### src/rtl/ip_stim_driver.sv
// Pseudo-random stimulus source and golden-model checker for the malformed-constraint test IP.
// Optional first-mismatch capture ports are enabled by defining STIM_FIRST_ERR_CAPTURE_EN.
module ip_stim_driver #(
    parameter int unsigned NUM_VECTORS = 16,
    parameter logic [31:0] LFSR_SEED   = 32'hC3A5_5A01
) (
    input  logic        clk,
    input  logic        rst,
    input  logic        start,
    output logic        busy,
    output logic        done,
    output logic        pass,
    output logic [15:0] err_count,
    output logic [7:0]  data_bus,
    output logic [7:0]  range_signal,
    output logic [15:0] bracket_signal,
    output logic        valid_signal,
    output logic        signal1,
    output logic        signal2,
    input  logic [7:0]  data_output,
    input  logic        valid_output,
    input  logic        test_output
`ifdef STIM_FIRST_ERR_CAPTURE_EN
    ,
    output logic [15:0] first_err_idx,
    output logic [7:0]  first_err_data
`endif
);

    typedef enum logic [1:0] {S_IDLE, S_RUN, S_DRAIN, S_DONE} state_t;

    localparam logic [15:0] LAST_IDX = 16'(NUM_VECTORS - 1);

    state_t      r_state;
    state_t      w_next;
    logic [31:0] r_lfsr;
    logic [31:0] r_stim;
    logic [15:0] r_vec_idx;
    logic [15:0] r_err;
    logic        r_pass;
    logic        r_tmis;
    logic [7:0]  r_exp_data;
    logic        r_exp_valid;
    logic        r_exp_vld;
    logic        w_accept;
    logic        w_last;
    logic        w_load;
    logic [31:0] w_src;
    logic        w_mis;
    logic [15:0] w_err_next;
    logic        w_busy;
    logic        w_done;

    function automatic logic [31:0] lfsr_step(input logic [31:0] l);
        return {1'b0, l[31:1]} ^ (l[0] ? 32'h8020_0003 : 32'h0000_0000);
    endfunction

    always_ff @(posedge clk) begin
        if (rst) r_state <= S_IDLE;
        else     r_state <= w_next;
    end

    always_comb begin
        w_next = r_state;
        case (r_state)
            S_IDLE:  if (start) w_next = S_RUN;
            S_RUN:   if (r_vec_idx == LAST_IDX) w_next = S_DRAIN;
            S_DRAIN: w_next = S_DONE;
            S_DONE:  w_next = S_IDLE;
            default: w_next = S_IDLE;
        endcase
    end

    always_comb begin
        w_busy = (r_state != S_IDLE);
        w_done = (r_state == S_DONE);
    end

    // r_lfsr always holds the state for the *next* vector; the start edge loads vector 0 straight from the seed.
    assign w_accept = (r_state == S_IDLE) && start;
    assign w_last   = (r_state == S_RUN) && (r_vec_idx == LAST_IDX);
    assign w_load   = w_accept || ((r_state == S_RUN) && !w_last);
    assign w_src    = w_accept ? LFSR_SEED : r_lfsr;

    // Immediate test_output result is carried in r_tmis so one vector contributes at most one error.
    assign w_mis      = r_exp_vld && (r_tmis || (data_output != r_exp_data) || (valid_output != r_exp_valid));
    assign w_err_next = (w_mis && (r_err != '1)) ? r_err + 16'd1 : r_err;

    always_ff @(posedge clk) begin
        if (rst || w_last) begin
            r_stim <= '0;
        end else if (w_load) begin
            r_stim <= w_src;
        end
        if (rst)         r_lfsr <= LFSR_SEED;
        else if (w_load) r_lfsr <= lfsr_step(w_src);
    end

    always_ff @(posedge clk) begin
        if (rst) begin
            r_vec_idx   <= '0;
            r_err       <= '0;
            r_pass      <= 1'b0;
            r_tmis      <= 1'b0;
            r_exp_data  <= '0;
            r_exp_valid <= 1'b0;
            r_exp_vld   <= 1'b0;
        end else begin
            r_err <= w_accept ? '0 : w_err_next;
            case (r_state)
                S_IDLE: begin
                    if (start) begin
                        r_vec_idx <= '0;
                        r_pass    <= 1'b0;
                        r_exp_vld <= 1'b0;
                    end
                end
                S_RUN: begin
                    r_tmis      <= (test_output != (|bracket_signal));
                    r_exp_data  <= data_bus ^ range_signal;
                    r_exp_valid <= valid_signal & signal1 & signal2;
                    r_exp_vld   <= 1'b1;
                    r_vec_idx   <= r_vec_idx + 16'd1;
                end
                S_DRAIN: begin
                    r_exp_vld <= 1'b0;
                    r_pass    <= (w_err_next == '0);
                end
                default: ;
            endcase
        end
    end

`ifdef STIM_FIRST_ERR_CAPTURE_EN
    logic [15:0] r_exp_idx;
    logic        r_first_seen;
    logic [15:0] r_first_idx;
    logic [7:0]  r_first_data;

    always_ff @(posedge clk) begin
        if (rst || w_accept) begin
            r_exp_idx    <= '0;
            r_first_seen <= 1'b0;
            r_first_idx  <= '0;
            r_first_data <= '0;
        end else begin
            if (r_state == S_RUN) r_exp_idx <= r_vec_idx;
            if (w_mis && !r_first_seen) begin
                r_first_seen <= 1'b1;
                r_first_idx  <= r_exp_idx;
                r_first_data <= data_output;
            end
        end
    end

    assign first_err_idx  = r_first_idx;
    assign first_err_data = r_first_data;
`endif

    assign busy           = w_busy;
    assign done           = w_done;
    assign pass           = r_pass;
    assign err_count      = r_err;
    assign data_bus       = r_stim[7:0];
    assign range_signal   = r_stim[15:8];
    assign bracket_signal = r_stim[31:16];
    assign valid_signal   = r_stim[16];
    assign signal1        = r_stim[24];
    assign signal2        = r_stim[29];

endmodule

### config.mk
export PLATFORM = sky130hd
export DESIGN_NAME = ip_stim_driver
export DESIGN_NICKNAME = d
export VERILOG_FILES = /design/src/rtl/ip_stim_driver.sv
export SDC_FILE = /design/constraint.sdc
export NUM_CORES = 1
export LEC_CHECK = 0
export CAP_MARGIN = 10
export CORE_MARGIN = 3
export CORE_UTILIZATION = 32
export CTS_CLUSTER_SIZE = 16
export DETAILED_ROUTE_END_ITERATION = 10
export PLACE_DENSITY = 0.53
export SLEW_MARGIN = 20
export SYNTH_ARGS = -nofsm -noshare
export SYNTH_HDL_FRONTEND = slang
export SYNTH_SLANG_ARGS = --single-unit
### constraint.sdc
create_clock -name clk -period 2.3 [get_ports clk]
set_clock_uncertainty 0.05 [all_clocks]
set_input_delay 0.23 -clock clk [delete_from_list [all_inputs] [get_ports clk]]
set_output_delay 0.23 -clock clk [all_outputs]
set_load 0.02 [all_outputs]
==> metrics.yaml, run 1 <==
fin_nets: 667
dpl_cell_area_mm2: 0.00583
grtUsageMet3_pct: 4.71
diodes: 0
holdBufCountCts: 0
htreeDepth: 3
final.period_utilization_pct: 96.4
die_w_um: 128
fin_cells: 832
path_max_fanout: 2
track_usage_pct: 15.4
p_per_area_mw_per_mm2: 1060
finalHoldViolations: 0
die-height_um: 128
antenna_found_initial: 0
yosys-top-cells-count: "110 x dfxtp_1, 107 x nand2_1, 78 x a21oi_1, 51 x nor2_1, 29 x xor2_1"
cts_tree: "built"
critPathMaxStageDelay_ns: 0.58
synth.cell_area_mm2: 0.00476
core_area_mm2: 0.0142
peakVddDrop_mv: 0.589
yosysWarningCount: 0
grt_max_degree: 41
slew_headroom_pct: 72.2
dp_cells: 815
yosys.area.top_type: "dfxtp_1"
worst_slack_ns: 0.0832
synth_top_area_share_pct: 46.2
tightest_slew_ns: 0.418
use_met2_pct: 24.1
grt_overflow_total: 0
setup-violations-final: 0
fillers: 1437
dpl.hpwl_um: 8850
critPathKind: "reg -> reg"
outcome: "finished, final reports clean"
postRouteAntennaNets: 0
cts_buffer_depth: 2
clock-sinks: 110
syn_nets: 582
cpMaxStageDelayCell: "or4b_4"
grt_pass1_vias: 3997
synth_area_leaders: "dfxtp_1 46%, nand2_1 8.4%, a21oi_1 8.2%, xor2_1 5.3%, nor2_1 4.0%"
yosysUniqueCellTypes: 49
synth-edff-count: 0
dpl_worst_slack_ns: -0.280
syn2layout_area_growth_pct: 29.3
first_pass_iters: 4
setup_tns_ns: 0
rsz0062_at_grt: "true"
maxCapViolations: 0
grt_util_met1_pct: 20.7
io-pin-count: 67
grt_pass1_wl_um: 20000
leakage_nw: 2.28
insertion_delay_ns: 0.36
cp.arrival_ns: 2.44
drc_errors: 0
cp-end-kind: "flop"
numCtsBuffers: 9
critical_path_buf_inv_count: 0
clk_pin_slew_ns: 0.07
synthArstFlopShare_pct: 0
drv_slew: 0
critPathTopFamily: "simple AND/OR/NAND/NOR gates"
drive_gt1_share_pct: 13.3
ys.flop_type: "dfxtp_1"
netlist_instances: 562
place_congestion: 0.819
fin_area_mm2: 0.00616
cts_root_buffer: "clkbuf_16"
hp-class: "reg -> reg"
fmax_mhz: 451
postSynthAreaPerCell_um2: 8.48
start_kind: "flop"
num_rows: 43
finalCriticalPeriod_ns: 2.22
port_buffers: 66
start_util_pct: 33.5
die_area_mm2: 0.0164
routed_wl_um: 12400
utilization_pct: 43.4
vias: 4135
cp_cell_sequence: "ha_1 -> nand4_1 -> or4b_4 -> xor2_2 -> nand2_1 -> mux2i_1 -> nand4_1 -> o31ai_2"
wire_per_inst_um: 14.9
required_ns: 2.52
ys_seq_area_share_pct: 46.2
synth_most_common_cell: "dfxtp_1"
grt.busiest_layer: "met2"
drtIter0Drc: 246
cpMostUsedCell: "nand4_1"
viasPerCell: 4.97
synth_seq_cells: 110
routing by layer:
layer | up-vias | wire [µm]
li1 | 2069 | -
met1 | 1962 | 5890
met2 | 92 | 5800
met3 | 12 | 619
met4 | 0 | 124
met5 | - | 0
power breakdown:
| part | internal [mW] | switching (mW) |
|---|---|---|
| Combinational | 0.984 | 1.37 |
| Clock | 0.778 | 0.730 |
| Sequential | 2.31 | 0.337 |
layout by cell type, fill, tap and decap left out, types with 8 or more instances in the layout:
cell,count
clkbuf_16,9
a211oi_1,9
xor2_1,28
nand3_1,12
mux2i_1,8
nor2_1,50
nand4_1,14
xnor2_1,20
a21oi_1,77
or2_2,9
buf_4,39
dfxtp_1,109
o21ai_0,8
nor3_1,8
clkdlybuf4s50_1,66
nand2_1,106
sequential cells by signal, summed over array words and instances, names as in the netlist:
name and cells:
r_state 2, r_exp_vld 1, err_count 16, r_tmis 1
r_exp_data 8, pass 1, r_lfsr 32, r_exp_valid 1
r_vec_idx 16, r_stim 32
final timing paths:
| check | start | slack [ns] | depth (start not counted) | end |
|---|---|---|---|---|
| worst min-delay path | r_lfsr[17]$_SDFFE_PP0P_ | 0.41 | 2 | r_lfsr[17]$_SDFFE_PP0P_ |
| worst min register to register | r_lfsr[17]$_SDFFE_PP0P_ | 0.41 | 2 | r_lfsr[17]$_SDFFE_PP0P_ |
| worst max register to register | err_count[0]$_SDFF_PP0_ | 0.08 | 8 | pass$_SDFFE_PP0P_ |
| worst max-delay path | err_count[0]$_SDFF_PP0_ | 0.08 | 8 | pass$_SDFFE_PP0P_ |
cells by family (layout without fill, tap and decap cells):
family / Yosys count / count (layout) / share of synthesized area [%]
buffers and inverters: 41 / 131 / 3.99
AND/OR/NAND/NOR: 242 / 242 / 24.9
multiplexers: 8 / 8 / 1.68
adder cells (fa/ha/maj): 7 / 7 / 1.84
XOR/XNOR: 49 / 49 / 9.01
flip-flops: 110 / 110 / 46.2
AO/OA/AOI/OAI: 105 / 105 / 12.3
metrics by stage:
| stage | hold slack, ns | power [mW] |
|---|---|---|
| 2_1_floorplan | 0.368 | 4.12 |
| 3_3_place_gp | 0.395 | 5.00 |
| 3_5_place_dp | 0.399 | 5.04 |
| 4_1_cts | 0.411 | 6.57 |
| 5_1_grt | 0.429 | 6.94 |
| 6_report | 0.409 | 6.51 |
cell type report:
| cell class | instances | area, µm² | share of cell area [%] |
|---|---|---|---|
| Clock buffer | 11 | 243 | 3.94 |
| Clock inverter | 5 | 40.0 | 0.650 |
| Inverter | 7 | 26.3 | 0.427 |
| Multi-Input combinational cell | 411 | 2410 | 39.1 |
| Sequential cell | 110 | 2200 | 35.8 |
| Tap cell | 180 | 225 | 3.66 |
| Timing Repair Buffer | 108 | 1010 | 16.5 |
repair_timing:
item | 4_1_cts | 5_1_grt
buffers inserted | 0 | 1
gates resized for setup | 0 | 8
endpoints found under the setup margin | 0 | 12
worst min-delay path, stage by stage (launching register included):
cell     delay [ns]
dfxtp_1        0.31
nand2_1        0.05
a21oi_1        0.05
No activity file was read; power rests on OpenSTA's default activity.
==> run 2, diff against run 1 <==
CORE_MARGIN = 5   (was 3)
==> run 2 against run 1 <==
  * Critical path depth down 4
  * Register-to-register slack better by 0.09 ns
  * Clock power rose by 3%
  * First-iteration DRC count up 17%
  * Sequential power about the same
  * Worst setup slack improved by 0.078 ns
  * Power decreased by 0.11%
  * Maximum frequency rose by 3.7%
  * Critical endpoint is now busy
==> metrics.yaml, run 2 (synthesis gave the netlist of run 1 again) <==
crit_start: "r_state[0]$_SDFFE_PP0P_"
die_area_mm2: 0.0174
postRouteAntennaNets: 0
syn2layout_area_growth_pct: 29.0
clock-sinks: 110
finalCriticalPeriod_ns: 2.14
grt_pass1_vias: 3990
num_rows: 44
cpMostUsedCell: "inv_1"
finalHoldViolations: 0
cp_cell_sequence: "inv_1 -> ha_1 -> inv_1 -> clkdlybuf4s50_1"
slew_headroom_pct: 69.0
final_cell_mix: "109 x dfxtp_1, 106 x nand2_1, 78 x a21oi_1"
drv_slew: 0
rsz0062_at_grt: "false"
clk_pin_slew_ns: 0.07
fin_nets: 668
drc_errors: 0
grt_overflow_total: 0
routed_wl_um: 12600
io-pin-count: 67
seqPwrFrac_pct: 40.3
grt_pass1_wl_um: 20900
cts_root_buffer: "clkbuf_16"
diodes: 0
antenna_found_initial: 0
crit_path_end: "busy"
min-delay-start: "r_lfsr[15]$_SDFFE_PP0P_"
critical_path_buf_inv_count: 3
layout_commonest_cell: "dfxtp_1"
die-height_um: 132
die_w_um: 132
reg.largest.list: "r_lfsr: 32 flops, r_stim: 32 flops"
drtIter0Drc: 287
reg2regPathDepth: 8
cts_buffer_depth: 2
start_util_pct: 32.7
rr_endpoint: "pass$_SDFFE_PP0P_"
drive_gt1_share_pct: 12.4
tightest_slew_ns: 0.462
cts_setup_buffers: 0
grt_max_degree: 60
critPathTopFamily: "buffers and inverters"
start_kind: "flop"
maxCapViolations: 0
cpMaxStageDelayCell: "clkdlybuf4s50_1"
p_switching_mw: 2.38
wire_per_inst_um: 15.0
outcome: "finished, final reports clean"
final.period_utilization_pct: 93.0
cts_tree: "built"
insertion_delay_ns: 0.35
numCtsBuffers: 9
vias: 4099
sw_frac_of_total_pct: 36.7
peakVddDrop_mv: 0.661
viasPerCell: 4.90
first_pass_iters: 4
htreeDepth: 3
power_frac_comb_pct: 35.6
clkPwrFrac_pct: 24.0
cp-end-kind: "output port"
place_congestion: 0.809
leakage_nw: 2.28
critPathKind: "reg -> out"
internal-power_mw: 4.12
setup-violations-final: 0
hp-class: "reg -> reg"
port_buffers: 66
p_total_mw: 6.50
required_ns: 2.02
p_per_area_mw_per_mm2: 1060
r2r_start: "err_count[0]$_SDFF_PP0_"
cp.arrival_ns: 1.86
fmax_mhz: 468
core_area_mm2: 0.0146
track_usage_pct: 14.6
rrSetupSlack_ns: 0.17
critPathMaxStageDelay_ns: 0.63
path_max_fanout: 5
dpl.hpwl_um: 9080
cp.depth: 4
holdWs_ns: 0.407
==> run 2: cell count changes in the layout (fill, tap and decap cells not counted), sizes merged <==
cell | before | now
buf | 42 | 43
bufinv | 0 | 1
clkinv | 2 | 1
clkinvlp | 0 | 1
inv | 10 | 8
==> run 2: how the worst min path moves through the flow <==
stage                                         end  slack [ns]  cells past startpoint
after floorplan            r_lfsr[1]$_SDFFE_PP0P_        0.37                      2
after global placement    r_lfsr[13]$_SDFFE_PP0P_        0.39                      2
after detailed placement   r_lfsr[5]$_SDFFE_PP0P_        0.40                      2
after CTS                  r_lfsr[5]$_SDFFE_PP0P_        0.41                      2
after global routing      r_lfsr[19]$_SDFFE_PP0P_        0.43                      2
final                     r_lfsr[15]$_SDFFE_PP0P_        0.41                      2
==> run 2: metal layers <==
layer | wire length [µm] | track usage, % | share of wire, % | vias up
met5 | 0 | 0 | 0 | -
met4 | 211 | 3.94 | 1.7 | 0
met3 | 398 | 3.70 | 3.2 | 17
met2 | 6040 | 24.0 | 48 | 79
met1 | 5920 | 19.2 | 47 | 1934
li1 | - | - | - | 2069
==> run 2: cell type report <==
type	count	area, µm²
Clock buffer	11	233
Clock inverter	4	57.6
Fill cell	1462	8440
Inverter	7	26.3
Multi-Input combinational cell	411	2370
Sequential cell	110	2200
Tap cell	184	230
Timing Repair Buffer	109	1020
==> run 2: stage by stage <==
step | utilization [%] | cells | TNS (ns) | area [µm²] | setup slack (ns)
2_1_floorplan | - | 562 | 0 | 4760 | 0.0398
3_3_place_gp | 40.1 | 821 | -0.125 | 5850 | -0.125
3_5_place_dp | 40.1 | 821 | -0.213 | 5850 | -0.172
4_1_cts | 42.1 | 836 | 0 | 6140 | 0.135
5_1_grt | 42.1 | 836 | 0 | 6150 | 0.00336
6_report | 42.1 | 836 | 0 | 6150 | 0.161
==> run 2: power groups by stage <==
stage                     logic (mW)  registers, mW  clock network, mW
after floorplan                 1.36           2.75                  0
after global placement          2.32           2.66                  0
after detailed placement        2.34           2.67                  0
after CTS                       2.35           2.63               1.62
after global routing            2.58           2.68               1.69
final                           2.32           2.62               1.56
==> run 2: worst min-delay path, stage by stage, from the launching register on <==
cell and delay (ns):
dfxtp_1 0.31, nand2_1 0.05, a21oi_1 0.05
==> run 2: repair_timing <==
item                                    in CTS  in global routing
hold buffers                                 0                  0
resized for setup                            0                  2
endpoints found under the setup margin       0                  4
